==> config.mk <==
export PLATFORM = sky130hd
export DESIGN_NAME = hms_hex_display
export DESIGN_NICKNAME = d
export VERILOG_FILES = /design/src/rtl/hms_hex_display.sv
export SDC_FILE = /design/constraint.sdc
export NUM_CORES = 1
export LEC_CHECK = 0
export ABC_AREA = 1
export BUFFER_PORTS_ARGS = -buffer_cell sky130_fd_sc_hd__buf_2
export CELL_PAD_IN_SITES_DETAIL_PLACEMENT = 0
export CELL_PAD_IN_SITES_GLOBAL_PLACEMENT = 1
export CORE_ASPECT_RATIO = 1.75
export CORE_MARGIN = 10
export CORE_UTILIZATION = 35
export DETAILED_ROUTE_END_ITERATION = 10
export GPL_TIMING_DRIVEN = 1
export PLACE_DENSITY = 0.76
export SETUP_SLACK_MARGIN = 0.3
export SYNTH_ARGS = -nofsm -noshare
export SYNTH_HDL_FRONTEND = slang
export SYNTH_SLANG_ARGS = --single-unit
export TNS_END_PERCENT = 50
==> constraint.sdc <==
create_clock -name clk -period 2.2 [get_ports clk]
set_input_delay 0.33 -clock clk [delete_from_list [all_inputs] [get_ports clk]]
set_output_delay 0.33 -clock clk [all_outputs]
set_load 0.05 [all_outputs]
==> src/rtl/hms_hex_display.sv <==
// hms_hex_display
// Takes binary hour/min/sec from the time-of-day counter and drives four
// active-low seven-segment digits (bit order gfedcba). The display shows
// either HH:MM or MM:SS. Each field is converted to BCD by a sequential
// double-dabble engine. While set mode is active, the field being edited
// blinks.
//
// Ports
//   clk      : system clock; all logic runs on its rising edge
//   rst      : synchronous, active-high reset
//   hour     : binary hour, 0..23 (larger values display as dashes)
//   min      : binary minute, 0..59 (larger values display as dashes)
//   sec      : binary second, 0..59 (larger values display as dashes)
//   showSec  : 0 = HH:MM view, 1 = MM:SS view (latched on each sample)
//   setMode  : 1 = a field is being edited; enables blinking (live)
//   sethms   : field being edited: 00 hour, 01 min, 10 sec, 11 none (live)
//   hex3     : leftmost digit, active low
//   hex2     : second digit from the left
//   hex1     : third digit from the left
//   hex0     : rightmost digit
//
// Build option
//   LEADING_ZERO_BLANK_EN : when this macro is defined, the hour tens digit
//                           is blanked when it is zero. Minute and second
//                           tens digits always show.
module hms_hex_display #(
  parameter int CLK_HZ     = 50_000_000,
  parameter int BLINK_HZ   = 2,
  parameter int SAMPLE_DIV = 50_000
) (
  input  logic       clk,
  input  logic       rst,
  input  logic [4:0] hour,
  input  logic [5:0] min,
  input  logic [5:0] sec,
  input  logic       showSec,
  input  logic       setMode,
  input  logic [1:0] sethms,
  output logic [6:0] hex3,
  output logic [6:0] hex2,
  output logic [6:0] hex1,
  output logic [6:0] hex0
);

  localparam int HALF = CLK_HZ / (2 * BLINK_HZ);
  localparam int SW   = (SAMPLE_DIV > 1) ? $clog2(SAMPLE_DIV) : 1;
  localparam int BW   = (HALF > 1) ? $clog2(HALF) : 1;

  localparam logic [SW-1:0] SAMP_LAST  = SW'(SAMPLE_DIV - 1);
  localparam logic [BW-1:0] BLINK_LAST = BW'(HALF - 1);
  localparam logic [6:0]    SEG_BLANK  = 7'h7F;
  localparam logic [6:0]    SEG_DASH   = 7'h3F;

`ifdef LEADING_ZERO_BLANK_EN
  localparam bit LZ_BLANK = 1'b1;
`else
  localparam bit LZ_BLANK = 1'b0;
`endif

  typedef enum logic [1:0] {
    IDLE = 2'd0,
    CONV = 2'd1,
    LOAD = 2'd2
  } state_t;

  // Digit value to active-low segment pattern (gfedcba).
  function automatic logic [6:0] seg7(input logic [3:0] d);
    logic [6:0] s;
    case (d)
      4'd0:    s = 7'h40;
      4'd1:    s = 7'h79;
      4'd2:    s = 7'h24;
      4'd3:    s = 7'h30;
      4'd4:    s = 7'h19;
      4'd5:    s = 7'h12;
      4'd6:    s = 7'h02;
      4'd7:    s = 7'h78;
      4'd8:    s = 7'h00;
      4'd9:    s = 7'h10;
      default: s = SEG_BLANK;
    endcase
    return s;
  endfunction

  // One double-dabble iteration on {tens, ones, binary}: add 3 to any BCD
  // digit >= 5, then shift the whole register left by one.
  function automatic logic [13:0] dd_step(input logic [13:0] s);
    logic [3:0]  t;
    logic [3:0]  o;
    logic [13:0] v;
    t = s[13:10];
    o = s[9:6];
    if (o >= 4'd5) o = o + 4'd3;
    if (t >= 4'd5) t = t + 4'd3;
    v = {t, o, s[5:0]};
    return v << 1;
  endfunction

  // Control state
  state_t        state;
  state_t        state_next;
  logic [SW-1:0] samp_cnt;
  logic          strobe;
  logic [3:0]    conv_cnt;
  logic [BW-1:0] blink_cnt;
  logic          phase_off;
  logic          disp_view;

  // Sampled fields and conversion datapath
  logic          view_p0;
  logic [5:0]    right_bin_p0;
  logic          left_bad_p0;
  logic          right_bad_p0;
  logic [5:0]    left_in;
  logic [13:0]   shreg_p1;
  logic [13:0]   dd_next;
  logic [7:0]    left_bcd_p1;
  logic [7:0]    right_bcd_p1;

  // Segment registers and display selection
  logic [6:0]    seg3, seg2, seg1, seg0;
  logic [6:0]    enc3, enc2, enc1, enc0;
  logic [6:0]    seg3_d, seg2_d, seg1_d, seg0_d;
  logic          view_d;
  logic [1:0]    left_code;
  logic [1:0]    right_code;
  logic          blank_left;
  logic          blank_right;

  // Sample timebase
  assign strobe = (samp_cnt == SAMP_LAST);

  always_ff @(posedge clk) begin
    if (rst) begin
      samp_cnt <= '0;
    end else if (strobe) begin
      samp_cnt <= '0;
    end else begin
      samp_cnt <= samp_cnt + 1'b1;
    end
  end

  // Blink timebase
  always_ff @(posedge clk) begin
    if (rst) begin
      blink_cnt <= '0;
      phase_off <= 1'b0;
    end else if (blink_cnt == BLINK_LAST) begin
      blink_cnt <= '0;
      phase_off <= ~phase_off;
    end else begin
      blink_cnt <= blink_cnt + 1'b1;
    end
  end

  // Conversion FSM
  always_ff @(posedge clk) begin
    if (rst) begin
      state <= IDLE;
    end else begin
      state <= state_next;
    end
  end

  always_comb begin
    state_next = state;
    case (state)
      IDLE:    if (strobe) state_next = CONV;
      CONV:    if (conv_cnt == 4'd11) state_next = LOAD;
      LOAD:    state_next = IDLE;
      default: state_next = IDLE;
    endcase
  end

  always_ff @(posedge clk) begin
    if (rst) begin
      conv_cnt <= '0;
    end else if (state == IDLE) begin
      conv_cnt <= '0;
    end else if (state == CONV) begin
      conv_cnt <= conv_cnt + 4'd1;
    end
  end

  // Stage p0: latch view and both fields on the sample strobe
  assign left_in = showSec ? min : {1'b0, hour};
  assign dd_next = dd_step(shreg_p1);

  always_ff @(posedge clk) begin
    if (state == IDLE && strobe) begin
      view_p0      <= showSec;
      right_bin_p0 <= showSec ? sec : min;
      left_bad_p0  <= showSec ? (min > 6'd59) : (hour > 5'd23);
      right_bad_p0 <= showSec ? (sec > 6'd59) : (min > 6'd59);
      shreg_p1     <= {8'd0, left_in};
    end else if (state == CONV) begin
      // Stage p1: six iterations on the left field, then six on the right
      if (conv_cnt == 4'd5) begin
        left_bcd_p1 <= dd_next[13:6];
        shreg_p1    <= {8'd0, right_bin_p0};
      end else if (conv_cnt == 4'd11) begin
        right_bcd_p1 <= dd_next[13:6];
        shreg_p1     <= dd_next;
      end else begin
        shreg_p1 <= dd_next;
      end
    end
  end

  // Stage p2: BCD digits to segment patterns, with dash for out-of-range
  always_comb begin
    enc3 = seg7(left_bcd_p1[7:4]);
    enc2 = seg7(left_bcd_p1[3:0]);
    enc1 = seg7(right_bcd_p1[7:4]);
    enc0 = seg7(right_bcd_p1[3:0]);
    if (LZ_BLANK && !view_p0 && left_bcd_p1[7:4] == 4'd0) begin
      enc3 = SEG_BLANK;
    end
    if (left_bad_p0) begin
      enc3 = SEG_DASH;
      enc2 = SEG_DASH;
    end
    if (right_bad_p0) begin
      enc1 = SEG_DASH;
      enc0 = SEG_DASH;
    end
  end

  always_ff @(posedge clk) begin
    if (rst) begin
      seg3      <= SEG_BLANK;
      seg2      <= SEG_BLANK;
      seg1      <= SEG_BLANK;
      seg0      <= SEG_BLANK;
      disp_view <= 1'b0;
    end else if (state == LOAD) begin
      seg3      <= enc3;
      seg2      <= enc2;
      seg1      <= enc1;
      seg0      <= enc0;
      disp_view <= view_p0;
    end
  end

  // The output register takes the freshly encoded digits during LOAD so the
  // new value appears one edge after LOAD rather than two.
  assign seg3_d = (state == LOAD) ? enc3 : seg3;
  assign seg2_d = (state == LOAD) ? enc2 : seg2;
  assign seg1_d = (state == LOAD) ? enc1 : seg1;
  assign seg0_d = (state == LOAD) ? enc0 : seg0;
  assign view_d = (state == LOAD) ? view_p0 : disp_view;

  // The field codes follow the view that owns the digits being displayed.
  // Code 11 never matches either field, so it blanks nothing.
  assign left_code   = view_d ? 2'b01 : 2'b00;
  assign right_code  = view_d ? 2'b10 : 2'b01;
  assign blank_left  = phase_off && setMode && (sethms == left_code);
  assign blank_right = phase_off && setMode && (sethms == right_code);

  always_ff @(posedge clk) begin
    if (rst) begin
      hex3 <= SEG_BLANK;
      hex2 <= SEG_BLANK;
      hex1 <= SEG_BLANK;
      hex0 <= SEG_BLANK;
    end else begin
      hex3 <= blank_left  ? SEG_BLANK : seg3_d;
      hex2 <= blank_left  ? SEG_BLANK : seg2_d;
      hex1 <= blank_right ? SEG_BLANK : seg1_d;
      hex0 <= blank_right ? SEG_BLANK : seg0_d;
    end
  end

endmodule

# Word-level counts from Yosys, hierarchy flattened
# Memories as Yosys holds them, arrays and structs flattened. A register that Yosys moved wholly into a read port is not among the register bits.
# Cells that the tools add are included.
[totals]
mem_count = 4
mem_bits_ro = 448
reg_bits = 143
ramBits = 0
input_bits = 23
word_cells = 90
output_inout_bits = 28
latch_bits = 0
[mem_list]
columns = ["name", "words", "word_bits", "read_ports", "rd_clocked_by_memory_dff", "write_ports", "line", "rtl"]
rows = [
  ["(no name shown)", 16, 7, 1, 1, 0, "69", "case (d)"],
  ["(no name shown)", 16, 7, 1, 1, 0, "69", ""],
  ["(no name shown)", 16, 7, 1, 1, 0, "69", ""],
  ["(no name shown)", 16, 7, 1, 1, 0, "69", ""],
]
[op_classes]
n_addsub = 5
bitwise_logic = 3
order_cmp = 5
eq_ne = 10
multipliers = 0
mux = 27
n_reduce_logical = 14
div = 0
n_shift = 0
[op_table]
columns = ["operator", "count"]
rows = [
  ["7-bit two-way mux", 8],
  ["24-bit by 1-bit adder with 24-bit output (second input constant)", 1],
  ["24-bit equality test (second input constant)", 1],
  ["6-bit two-way mux", 4],
  ["4-bit two-way mux", 5],
  ["16-bit by 1-bit adder with 16-bit output (second input constant)", 1],
  ["16-bit equality test (second input constant)", 1],
  ["14-bit two-way mux", 1],
  ["6-bit > comparator (second input constant)", 2],
  ["2-bit OR reduction", 5],
  ["4-bit by 3-bit greater-or-equal comparator with 1-bit output (second input constant)", 2],
  ["2-bit two-way mux", 3],
  ["5-bit > comparator (second input constant)", 1],
  ["4-bit by 1-bit adder with 4-bit output (second input constant)", 1],
  ["4-bit by 2-bit adder with 4-bit output (second input constant)", 1],
  ["4-bit by 3-bit equality test with 1-bit output (second input constant)", 1],
  ["4-bit equality test (second input constant)", 1],
  ["1-bit logical AND", 4],
  ["1-bit two-way mux", 4],
  ["2-bit != test (second input constant)", 2],
  ["2-bit one-hot mux with 2 select lines", 1],
  ["4-bit AND reduction", 1],
  ["3-bit by 2-bit adder with 3-bit output (second input constant)", 1],
  ["3-bit two-way mux", 1],
  ["other kinds (9)", 11],
]

# Logic depth before layout (Yosys ltp)
[depth]
depth_word = 6
ltp_mapped = 16
depth_no_buf = 16

# Least setup slack after synthesis
# No wires, ideal clock.
[synth_path]
kind = "register to register"
start = "register samp_cnt[0]"
end = "register left_bad_p0 (enable)"
period_less_slack_ps = 1997
t_arrival_ps = 1611
path_buffers = 0
t_required_ps = 1813
slack_ps = 203
setup_time_ps = 387
stages_incl_launch_ff = 8
path_cell_list = "dfxtp_1 ha_1 nand2_1 inv_1 nand2_1 nor2_1 nand4_1 nor3_1"
[synth_between]
elab_chain_cells = 2
[synth_lines]
columns = ["item", "line", "rtl"]
rows = [
  ["start, declared", "102", "logic [SW-1:0] samp_cnt;"],
  ["start signal, assigned", "139", "samp_cnt <= samp_cnt + 1'b1;"],
  ["16-bit equality test", "131", "assign strobe = (samp_cnt == SAMP_LAST);"],
  ["1-bit logical AND", "190", "if (state == IDLE && strobe) begin"],
  ["end signal, assigned", "193", "left_bad_p0 <= showSec ? (min > 6'd59) : (hour > 5'd23);"],
  ["end, declared", "112", "logic left_bad_p0;"],
]
# Every way passes these cells.
# A chain may end at the register's enable or synchronous reset.

==> qor.csv <==
metric;value;unit
status;complete, no violations;
Chip Height;213;um
final setup violation count;0;
root buffer cell;clkbuf_16;
Starting DRT DRC Count;359;
Clock Path Buffers;2;
GRT overflow;0;
Worst setup SP type;register;
Post-synth ARST share;0;
RR Startpoint;shreg_p1[6];
Hold EP;right_bin_p0[0];
share of synthesized cell area in and, or, nand and nor gates;0.299;
number of synthesized flops with an enable pin;31;
Setup Skew;0.00769;ns
routed wire length per instance;13.6;um
row count;70;
unrepaired setup endpoints after global routing;true;
worst path arrival time;2.15;ns
Ys Warns;0;
endpoints failing hold;0;
Final GP Congestion;0.894;
hold_ws;0.184;ns
worst vdd ir;0.529;mV
fin crit share;0.830;
CP Capture Type;register;
detailed-route via count;6039;
Sink Count;171;
Hold WC Path Type;input pin to register;
drt drc;0;
Critical Path RT;2.52;ns
worst-path fanout max;6;
number of global-route vias before repair;5799;
Mapped Nets;938;
Hold Path Stages;3;
first-pass GRT wire length;27.7;mm
initial antenna violation count;0;
mux cell area share after synthesis;0.00268;
relative slew slack;0.598;
CTS tree;yes;
setup TNS;0;ns
Period minus WS final;1.83;ns
Overall Global Routing Usage;0.125;
R2R Setup Slk;0.37;ns
Slew @ Worst Pin;0.601;ns
sequential share of the synthesized area;0.500;
core area;20900;sq um
Total Nets Final;1032;
Max-Cap Viols;0;
DRT Wirelength;17.0;mm
Area Overhead vs Synth;22.5;%
I/O Pins;51;
PortBufs;50;
worst hold start;sec[0];
overall power;0.00643;W
Final Max Slew Viols;0;
Worst-path clk slew;0.06;ns
post-synthesis xor/xnor area fraction;0.0129;
Leak;3.63;nW
predominant post-synthesis flop cell;dfxtp_1;
post-route design area;9150;sq um
Yosys reg bits;171;
clock latency on the worst-skew pair;0.43;ns
main combinational cell family by area after synthesis;simple AND/OR/NAND/NOR gates;
total iterations of the first detailed-routing run;4;
DP Area;8030;sq um
CTS buffer count;17;
die area;27800;sq um
complex-gate fraction of the synthesized area;0.0854;
Worst Reg-to-Reg Cells;15;
H-tree depth reported by CTS;4;
Post-Syn Area;7470;sq um
Post-DP HPWL;12.4;mm
synth unique cells;44;
ANT cells;0;
pwr/cell area;702;nW/um^2
Cells after Synth;895;
hold buffer count at cts;0;
Mean Syn Cell Area;8.34;sq um
share of layout cells above drive strength 1;0.249;
Post-Synth Adder-Cell Area;0.0335;
DIE WIDTH;130;um
routed vias/inst;4.82;
Peak Freq;548;MHz
critical path class;register to register;
largest net degree at the start of global routing;45;
starting density of the core;0.357;
DRT antenna net count;0;
synthesized netlist by cell type (all sizes together) (3+ instances only):
cell	instances	share of area
nand2	247	0.14
dfxtp	140	0.38
inv	100	0.050
nand3	84	0.066
nor2	75	0.044
o21ai	37	0.030
a21oi	34	0.023
edfxtp	31	0.12
o22ai	26	0.022
ha	20	0.034
nor3	17	0.014
nand4	16	0.013
buf	12	0.013
or2	12	0.011
nand3b	9	0.0090
xor2	9	0.011
clkbuf	7	0.0035
o211ai	5	0.0050
a22oi	3	0.0030
per-stage QoR:
step | std cells | worst slack, ns | utilization
after global placement | 1191 | 0.125 | 0.384
final | 1254 | 0.375 | 0.437
after global routing | 1254 | 0.204 | 0.437
after CTS | 1236 | 0.302 | 0.419
after detailed placement | 1191 | 0.0809 | 0.384
after floorplan | 895 | 0.278 | -
layout by cell type (no fill, tap or decap), types with 7 or more instances in the layout:
cell,count
nand2_1,204
o21ai_0,23
o21ai_1,7
o22ai_1,26
buf_2,51
nand3_1,66
buf_4,35
dfxtp_1,130
nor2_4,8
edfxtp_1,31
nand2_4,16
nor3_1,14
ha_1,12
inv_1,84
nand2_2,25
inv_2,13
nand4_1,16
nand3_2,12
a21oi_1,34
nand3_4,7
dfxtp_2,8
nand3b_1,9
nor2_1,66
xor2_1,9
clkbuf_16,17
metal layers:
metal	wire length [um]	share of wire	vias to the layer above	track usage
met1	6940	0.41	2744	0.132
met3	482	0.028	40	0.0266
li1	-	-	3143	-
met4	665	0.039	0	0.0635
met2	8920	0.52	112	0.227
met5	0	0	-	0
worst max-delay path: stages, from the launching register on:
cell and delay [ns]:
dfxtp_4 0.37, inv_4 0.08, ha_4 0.13, inv_2 0.04, nand2_4 0.07, nand4_1 0.18
nand2_4 0.11, nand2_1 0.06, nand2_2 0.09, inv_1 0.04, ha_1 0.26, nand3_1 0.09
nand2_1 0.07, inv_1 0.03, nand2_1 0.04, nand2_1 0.04
power by group:
part | total, W | leakage, nW | internal (W) | switching [W]
combinational | 0.000386 | 1.94 | 0.000141 | 0.000245
sequential | 0.00325 | 1.43 | 0.00323 | 0.0000282
clock | 0.00279 | 0.261 | 0.00150 | 0.00129
worst max-delay path by stage:
stage / from / end / cells after the start
final: shreg_p1[6] / register / 15
after global routing: shreg_p1[6] / register / 15
after CTS: conv_cnt[0] / register / 12
after detailed placement: shreg_p1[6] / register / 16
after global placement: shreg_p1[6] / register / 16
after floorplan: conv_cnt[0] / register / 13
what timing repair did:
item / 4_1_cts / 5_1_grt
buffers inserted: 11 / 16
endpoints found under the hold margin: 0 / 0
gates resized for setup: 26 / 67
setup endpoints to repair: 36 / 89
pin swaps: 6 / 24
cloned: 2 / 2
cell type report:
| cell class | instances | area [sq um] |
|---|---|---|
| inverter | 100 | 383 |
| fill | 2023 | 11800 |
| clock inverter | 13 | 108 |
| clock buffer | 19 | 443 |
| tap | 252 | 315 |
| sequential | 171 | 3750 |
| multi-input combinational | 608 | 3560 |
| timing repair buffer | 91 | 592 |
cells by family after synthesis:
logic type	after synthesis
adders and majority gates	20
AOI/OAI and AO/OA	108
muxes	2
DFF	171
buffers and inverters	119
and+or+nand+nor	464
xor gates and xnor gates	11
Power figures use the tool's default switching activity.
